===== src/rtl/seg_stim_pkg.sv =====
// Shared types and default widths for the stimulus ramp sequencer.
package seg_stim_pkg;

    typedef enum logic [1:0] {
        IDLE = 2'd0,
        RAMP = 2'd1,
        HOLD = 2'd2
    } stim_st_t;

    localparam int DEF_NUM_CH = 4;
    localparam int DEF_WIDTH  = 16;
    localparam int DEF_STEP_W = 12;
    localparam int DEF_PER_W  = 20;
    localparam int DEF_HOLD_W = 24;

endpackage


===== src/rtl/stim_ramp_ch.sv =====
// One stimulus channel: slew-limited ramp to a loaded target, programmable hold,
// then a single-clock done pulse. Abort freezes the value and returns to IDLE.
module stim_ramp_ch
    import seg_stim_pkg::*;
#(
    parameter int                      WIDTH    = DEF_WIDTH,
    parameter int                      STEP_W   = DEF_STEP_W,
    parameter int                      PER_W    = DEF_PER_W,
    parameter int                      HOLD_W   = DEF_HOLD_W,
    parameter logic signed [WIDTH-1:0] INIT_VAL = '0
) (
    input  logic                    clk,
    input  logic                    rst_n,
    input  logic                    ld,
    input  logic signed [WIDTH-1:0] ld_target,
    input  logic [STEP_W-1:0]       ld_step,
    input  logic [PER_W-1:0]        ld_period,
    input  logic [HOLD_W-1:0]       ld_hold,
    input  logic                    abort,
    output logic signed [WIDTH-1:0] val,
    output logic                    busy,
    output logic                    done
);

    // Wide enough for |target-val| (WIDTH+1 bits) and the full step, plus a sign bit.
    localparam int MW = (WIDTH + 1 > STEP_W) ? WIDTH + 1 : STEP_W;
    localparam int SW = MW + 1;

    stim_st_t                st_q,   st_d;
    logic signed [WIDTH-1:0] val_q,  val_d;
    logic signed [WIDTH-1:0] tgt_q,  tgt_d;
    logic [STEP_W-1:0]       step_q, step_d;
    logic [PER_W-1:0]        per_q,  per_d;
    logic [PER_W-1:0]        pre_q,  pre_d;
    logic [HOLD_W-1:0]       hold_q, hold_d;
    logic [HOLD_W-1:0]       hcnt_q, hcnt_d;
    logic                    done_q, done_d;

    logic signed [SW-1:0]    val_x, step_x, diff, mag;
    logic signed [WIDTH-1:0] nxt;
    logic                    tick;

    assign tick = (pre_q == per_q);

    always_comb begin
        val_x  = SW'(val_q);
        step_x = SW'(step_q);
        diff   = SW'(tgt_q) - val_x;
        mag    = diff[SW-1] ? -diff : diff;
        if (step_q == '0 || mag <= step_x) begin
            nxt = tgt_q;
        end else begin
            nxt = WIDTH'(diff[SW-1] ? val_x - step_x : val_x + step_x);
        end
    end

    always_comb begin
        // NOTE: every signal gets its hold value first, so no branch can infer a latch.
        st_d   = st_q;
        val_d  = val_q;
        tgt_d  = tgt_q;
        step_d = step_q;
        per_d  = per_q;
        pre_d  = pre_q;
        hold_d = hold_q;
        hcnt_d = hcnt_q;
        done_d = 1'b0;

        if (abort) begin
            st_d = IDLE;
        end else if (ld) begin
            tgt_d  = ld_target;
            step_d = ld_step;
            per_d  = ld_period;
            hold_d = ld_hold;
            pre_d  = '0;
            hcnt_d = '0;
            st_d   = RAMP;
        end else begin
            case (st_q)
                RAMP: begin
                    if (tick) begin
                        pre_d = '0;
                        val_d = nxt;
                        if (nxt == tgt_q) begin
                            st_d   = HOLD;
                            hcnt_d = '0;
                        end
                    end else begin
                        pre_d = pre_q + 1'b1;
                    end
                end
                HOLD: begin
                    if (hcnt_q == hold_q) begin
                        st_d   = IDLE;
                        done_d = 1'b1;
                    end else begin
                        hcnt_d = hcnt_q + 1'b1;
                    end
                end
                default: ;
            endcase
        end
    end

    // NOTE: non-blocking assignments so every flop samples pre-edge values.
    always_ff @(posedge clk or negedge rst_n) begin
        if (!rst_n) begin
            st_q   <= IDLE;
            val_q  <= INIT_VAL;
            tgt_q  <= INIT_VAL;
            step_q <= '0;
            per_q  <= '0;
            pre_q  <= '0;
            hold_q <= '0;
            hcnt_q <= '0;
            done_q <= 1'b0;
        end else begin
            st_q   <= st_d;
            val_q  <= val_d;
            tgt_q  <= tgt_d;
            step_q <= step_d;
            per_q  <= per_d;
            pre_q  <= pre_d;
            hold_q <= hold_d;
            hcnt_q <= hcnt_d;
            done_q <= done_d;
        end
    end

    assign val  = val_q;
    assign busy = (st_q != IDLE);
    assign done = done_q;

endmodule


===== src/rtl/stim_ramp_seq.sv =====
// Multi-channel stimulus ramp sequencer: decodes the load channel and fans abort
// out to NUM_CH independent ramp channels.
module stim_ramp_seq
    import seg_stim_pkg::*;
#(
    parameter int                      NUM_CH   = DEF_NUM_CH,
    parameter int                      WIDTH    = DEF_WIDTH,
    parameter int                      STEP_W   = DEF_STEP_W,
    parameter int                      PER_W    = DEF_PER_W,
    parameter int                      HOLD_W   = DEF_HOLD_W,
    parameter logic signed [WIDTH-1:0] INIT_VAL = '0
) (
    input  logic                                          clk,
    input  logic                                          rst_n,
    input  logic                                          ld,
    input  logic [((NUM_CH > 1) ? $clog2(NUM_CH) : 1)-1:0] ld_ch,
    input  logic signed [WIDTH-1:0]                       ld_target,
    input  logic [STEP_W-1:0]                             ld_step,
    input  logic [PER_W-1:0]                              ld_period,
    input  logic [HOLD_W-1:0]                             ld_hold,
    input  logic                                          abort,
    output logic [NUM_CH*WIDTH-1:0]                       val,
    output logic [NUM_CH-1:0]                             busy,
    output logic [NUM_CH-1:0]                             done
);

    localparam int CH_W = (NUM_CH > 1) ? $clog2(NUM_CH) : 1;

    for (genvar i = 0; i < NUM_CH; i++) begin : g_ch
        logic ch_ld;

        // Indices beyond NUM_CH-1 match no channel and are dropped here.
        assign ch_ld = ld && (ld_ch == CH_W'(i));

        stim_ramp_ch #(
            .WIDTH    (WIDTH),
            .STEP_W   (STEP_W),
            .PER_W    (PER_W),
            .HOLD_W   (HOLD_W),
            .INIT_VAL (INIT_VAL)
        ) u_ch (
            .clk       (clk),
            .rst_n     (rst_n),
            .ld        (ch_ld),
            .ld_target (ld_target),
            .ld_step   (ld_step),
            .ld_period (ld_period),
            .ld_hold   (ld_hold),
            .abort     (abort),
            .val       (val[i*WIDTH +: WIDTH]),
            .busy      (busy[i]),
            .done      (done[i])
        );
    end

endmodule


===== config.mk =====
export PLATFORM = sky130hd
export DESIGN_NAME = stim_ramp_seq
export DESIGN_NICKNAME = d
export VERILOG_FILES = /design/src/rtl/seg_stim_pkg.sv /design/src/rtl/stim_ramp_ch.sv /design/src/rtl/stim_ramp_seq.sv
export SDC_FILE = /design/constraint.sdc
export NUM_CORES = 2
export LEC_CHECK = 0
export ABC_AREA = 1
export CORE_MARGIN = 2
export CORE_UTILIZATION = 40
export DETAILED_ROUTE_END_ITERATION = 10
export PLACE_DENSITY_LB_ADDON = 0.05
export SYNTH_ARGS = -nofsm -noshare
export SYNTH_HDL_FRONTEND = slang
export SYNTH_SLANG_ARGS = --single-unit

===== constraint.sdc =====
create_clock -name clk -period 5.9 [get_ports clk]
set_input_delay 0.59 -clock clk [delete_from_list [all_inputs] [get_ports clk]]
set_output_delay 0.59 -clock clk [all_outputs]
set_load 0.01 [all_outputs]

==> impl_results.md <==
- Tmin final: 5.51 ns
- Nets: 5,880
- Post-Place Setup Slack: 0.0973 ns
- Synth Area in Simple Gates: 28.6%
- Status: complete, but fails checks
- Worst slew margin: 16.3%
- Worst hold slack: -0.0256 ns
- CTS Hold Bufs: 0
- FP Rows: 114
- Post-synthesis compound-gate area fraction: 11.8%
- Vias in the first global route: 33,300
- Number of H-tree levels: 3
- Root Buffer: clkbuf_16
- Setup ws final: 0.389 ns
- F_max: 181 MHz
- GRT Util Overall: 24.9%
- IO buf count: 149
- Hold Crit Class: input pin to asynchronous set/reset pin
- Seq cells post-synth: 540
- Post-synth EDFFs: 0
- Synth top area share: 34.7%
- Largest family of logic cells by synthesized area: simple AND/OR/NAND/NOR gates
- DR iter-0 viols: 2,784
- IO Count: 150
- Residual DRC: 0
- Routed Antenna Nets: 0
- Clock-pin slew on the worst setup and hold paths: 0.06 ns
- P per Cell Area: 399 nW/µm²
- RR Endpoint: g_ch[3].u_ch.hcnt_q[19]
- Period utilization: 93.4%
- Crit path top cell by count: nand2_1
- RR Startpoint: g_ch[3].u_ch.val[0]
- Core area: 96,600 µm²
- Syn_nets: 5,740
- Wire length per cell: 18.1 µm
- Core Util, Final: 46.3%
- Total grt overflow: 0
- Mapped Cells: 5,454
- HPWL Detailed: 94,000 µm
- Vias: 35,600
- Initial antenna violation count: 2
- Largest area contributor in the netlist: dfrtp_1
- Violated checks: negative hold slack
- XOR/XNOR share of the synthesized area: 8.24%
- Dominant cells by area after synthesis: dfrtp_1 35%, nand2_1 13%, inv_1 7.3%, ha_1 6.4%, o21ai_0 6.2%
- Synth Area per Inst: 7.14 µm²
- Die Span Y: 316 µm
- CP Capture Type: register
- Synth Warn #: 0
- Post-Route WL: 125,000 µm
- RSZ-0062 raised after global routing: true
- Seq. cell area: 13,500 µm²
- Post-Route Skew: 0.0281 ns
- Nature of the critical path startpoint: register
- Unique cell type count in the Yosys netlist: 60
- WS Path Type: register to register
- Die area: 99,800 µm²
- WP data arrival: 6.03 ns
- Crit Path Max Fanout: 11
- Final Hold Violating Endpoints: 16
- Flop-to-flop setup slack: 0.39 ns
- Filler-free cell count of the finished design: 6,922
- Largest net degree at the start of global routing: 149
- Buffers from clock root to sink, at most: 3
- Post-Place Cells: 6,762
- Drt first pass iters: 6
- Area occupied by multi-input gates: 22,000 µm²
- Clock tree from TritonCTS: yes
- Synth Flop Type: dfrtp_1
- Vias/cell: 5.15
- Post-synthesis async set-or-reset flop share: 100%
- Worst VDD drop: 0.237 mV
- TritonCTS Buffers: 70
- Tot Pwr: 17.8 mW
- Slowest stage delay, CP: 0.40 ns
- Starting Density: 40.3%
- Post-synthesis adder-cell area fraction: 6.84%
- Worst r2r path cells: 37
- Layout area overhead: 14.8%
- Fillers: 9,924
- Tightest Pin Transition: 1.25 ns
- Leakage: 21.6 nW
- Final setup viols: 0
- Final Max Tran Viols: 0
- First-pass GRT wire length: 195,000 µm
- CP max stage cell: dfrtp_1
- GPL Wtd Cong: 0.921
- # clock sinks: 540
- Clk_lat worst skew: 0.64 ns
- Die width: 316 µm
- Max Cap Viol: 0
- Share of post-route cells with drive strength above 1: 6.52%
- Synthesized area: 38,900 µm²
- Post-synthesis mux area share: 0%
- Seq/Total Area, Yosys: 34.7%
- Worst path required time: 6.41 ns
==> worst max-delay path: cells and delay by family (launching register included) <==
family / cells / cell delay [ns]
AOI/OAI and AO/OA: 4 / 0.65
xor gates and xnor gates: 2 / 0.39
adders and majority gates: 3 / 0.92
buffers and inverters: 5 / 0.82
DFF: 1 / 0.40
and+or+nand+nor: 23 / 2.21
==> what timing repair did <==
action,4_1_cts,5_1_grt
setup buffers,0,26
setup endpoints to repair,0,105
gates resized for setup,0,67
==> kinds of logic after synthesis <==
kind of cell             count (synthesis)
AO/OA/AOI/OAI                          840
XOR/XNOR                               361
adder cells (fa/ha/maj)                208
buffers and inverters                  962
flip-flops                             540
AND/OR/NAND/NOR                       2543
==> layout make-up <==
| type | instances | share of cell area, % |
|---|---|---|
| Antenna cell | 1 | 0.00560 |
| Clock buffer | 97 | 4.51 |
| Timing Repair Buffer | 250 | 5.39 |
| Timing Repair inverter | 1 | 0.0168 |
| Sequential cell | 540 | 30.2 |
| Multi-Input combinational cell | 3959 | 49.1 |
| Clock inverter | 26 | 0.672 |
| Inverter | 772 | 6.50 |
| Tap cell | 1276 | 3.57 |
==> per-layer routing <==
| layer | vias up | part of all wire, % | GRT usage (%) | wire [µm] |
|---|---|---|---|---|
| met5 | - | 0 | 0 | 0 |
| met4 | 0 | 1.9 | 5.39 | 2380 |
| met3 | 124 | 4.4 | 2.56 | 5490 |
| met2 | 746 | 45 | 40.2 | 56900 |
| met1 | 16600 | 48 | 36.1 | 60400 |
| li1 | 18100 | - | - | - |
==> worst max path at each step <==
stage / start / endpoint / slack [ns] / cells past startpoint
after floorplan: g_ch[0].u_ch.val[0] / g_ch[0].u_ch.hcnt_q[10] / 0.86 / 36
after CTS: g_ch[2].u_ch.val[0] / g_ch[2].u_ch.hcnt_q[8] / 0.07 / 33
after global placement: g_ch[2].u_ch.val[0] / g_ch[2].u_ch.hcnt_q[11] / 0.13 / 33
after detailed placement: g_ch[3].u_ch.tgt_q[0] / g_ch[3].u_ch.hcnt_q[4] / 0.1 / 38
final: g_ch[3].u_ch.val[0] / g_ch[3].u_ch.hcnt_q[19] / 0.39 / 37
after global routing: g_ch[2].u_ch.val[0] / g_ch[2].u_ch.hcnt_q[11] / -0.07 / 34
==> power breakdown <==
group	switching (mW)	total (mW)	internal, mW	leakage, nW
registers	0.586	4.80	4.21	6.94
clock network	1.77	4.35	2.58	1.14
logic	5.39	8.68	3.29	13.6
==> stage by stage <==
stage,area (µm²),hold WS (ns),setup TNS [ns]
floorplan,38900,0.294,0
global placement,41800,0.470,0
detailed placement,41800,0.473,0
CTS,44100,0.000834,0
global route,44700,0.0358,-1.45
finish,44700,-0.0256,0
==> placed cells by master (no fill, tap or decap), types with 13 or more instances in the layout <==
master / count
a21oi_1: 172
o211ai_1: 32
clkdlybuf4s50_1: 148
o21ai_1: 25
xor2_1: 222
nand2_1: 1342
nand2_2: 15
a31oi_1: 21
a211oi_1: 14
nand3_1: 260
inv_1: 759
o21ai_0: 478
dfrtp_1: 540
nor4_1: 57
nand4_1: 210
o22ai_1: 13
clkbuf_8: 14
o21bai_1: 14
nor3_1: 149
clkbuf_16: 73
or2_2: 50
nor2_1: 388
buf_4: 88
nand2_4: 15
ha_1: 200
xnor2_1: 132
==> synth_stat cells, types with 15 or more instances <==
| cell type | count |
|---|---|
| nor2_1 | 389 |
| a21oi_1 | 176 |
| a211oi_1 | 15 |
| nor3_1 | 153 |
| o211ai_1 | 32 |
| clkbuf_1 | 141 |
| dfrtp_1 | 540 |
| nand4_1 | 210 |
| o21ai_0 | 485 |
| inv_1 | 761 |
| a31oi_1 | 25 |
| or2_2 | 50 |
| nand3_1 | 262 |
| xnor2_1 | 132 |
| nand2_1 | 1352 |
| ha_1 | 200 |
| o21ai_1 | 22 |
| xor2_1 | 223 |
| buf_6 | 20 |
| nor4_1 | 57 |
==> flip-flops by register name (all words and copies together) (netlist names) <==
| register | cells |
|---|---|
| g_ch.u_ch.per_q | 80 |
| g_ch.u_ch.done | 4 |
| g_ch.u_ch.val | 64 |
| g_ch.u_ch.st_q | 8 |
| g_ch.u_ch.step_q | 48 |
| g_ch.u_ch.hcnt_q | 96 |
| g_ch.u_ch.hold_q | 96 |
| g_ch.u_ch.pre_q | 80 |
| g_ch.u_ch.tgt_q | 64 |
Note: power is estimated with default switching activity, not from simulation.
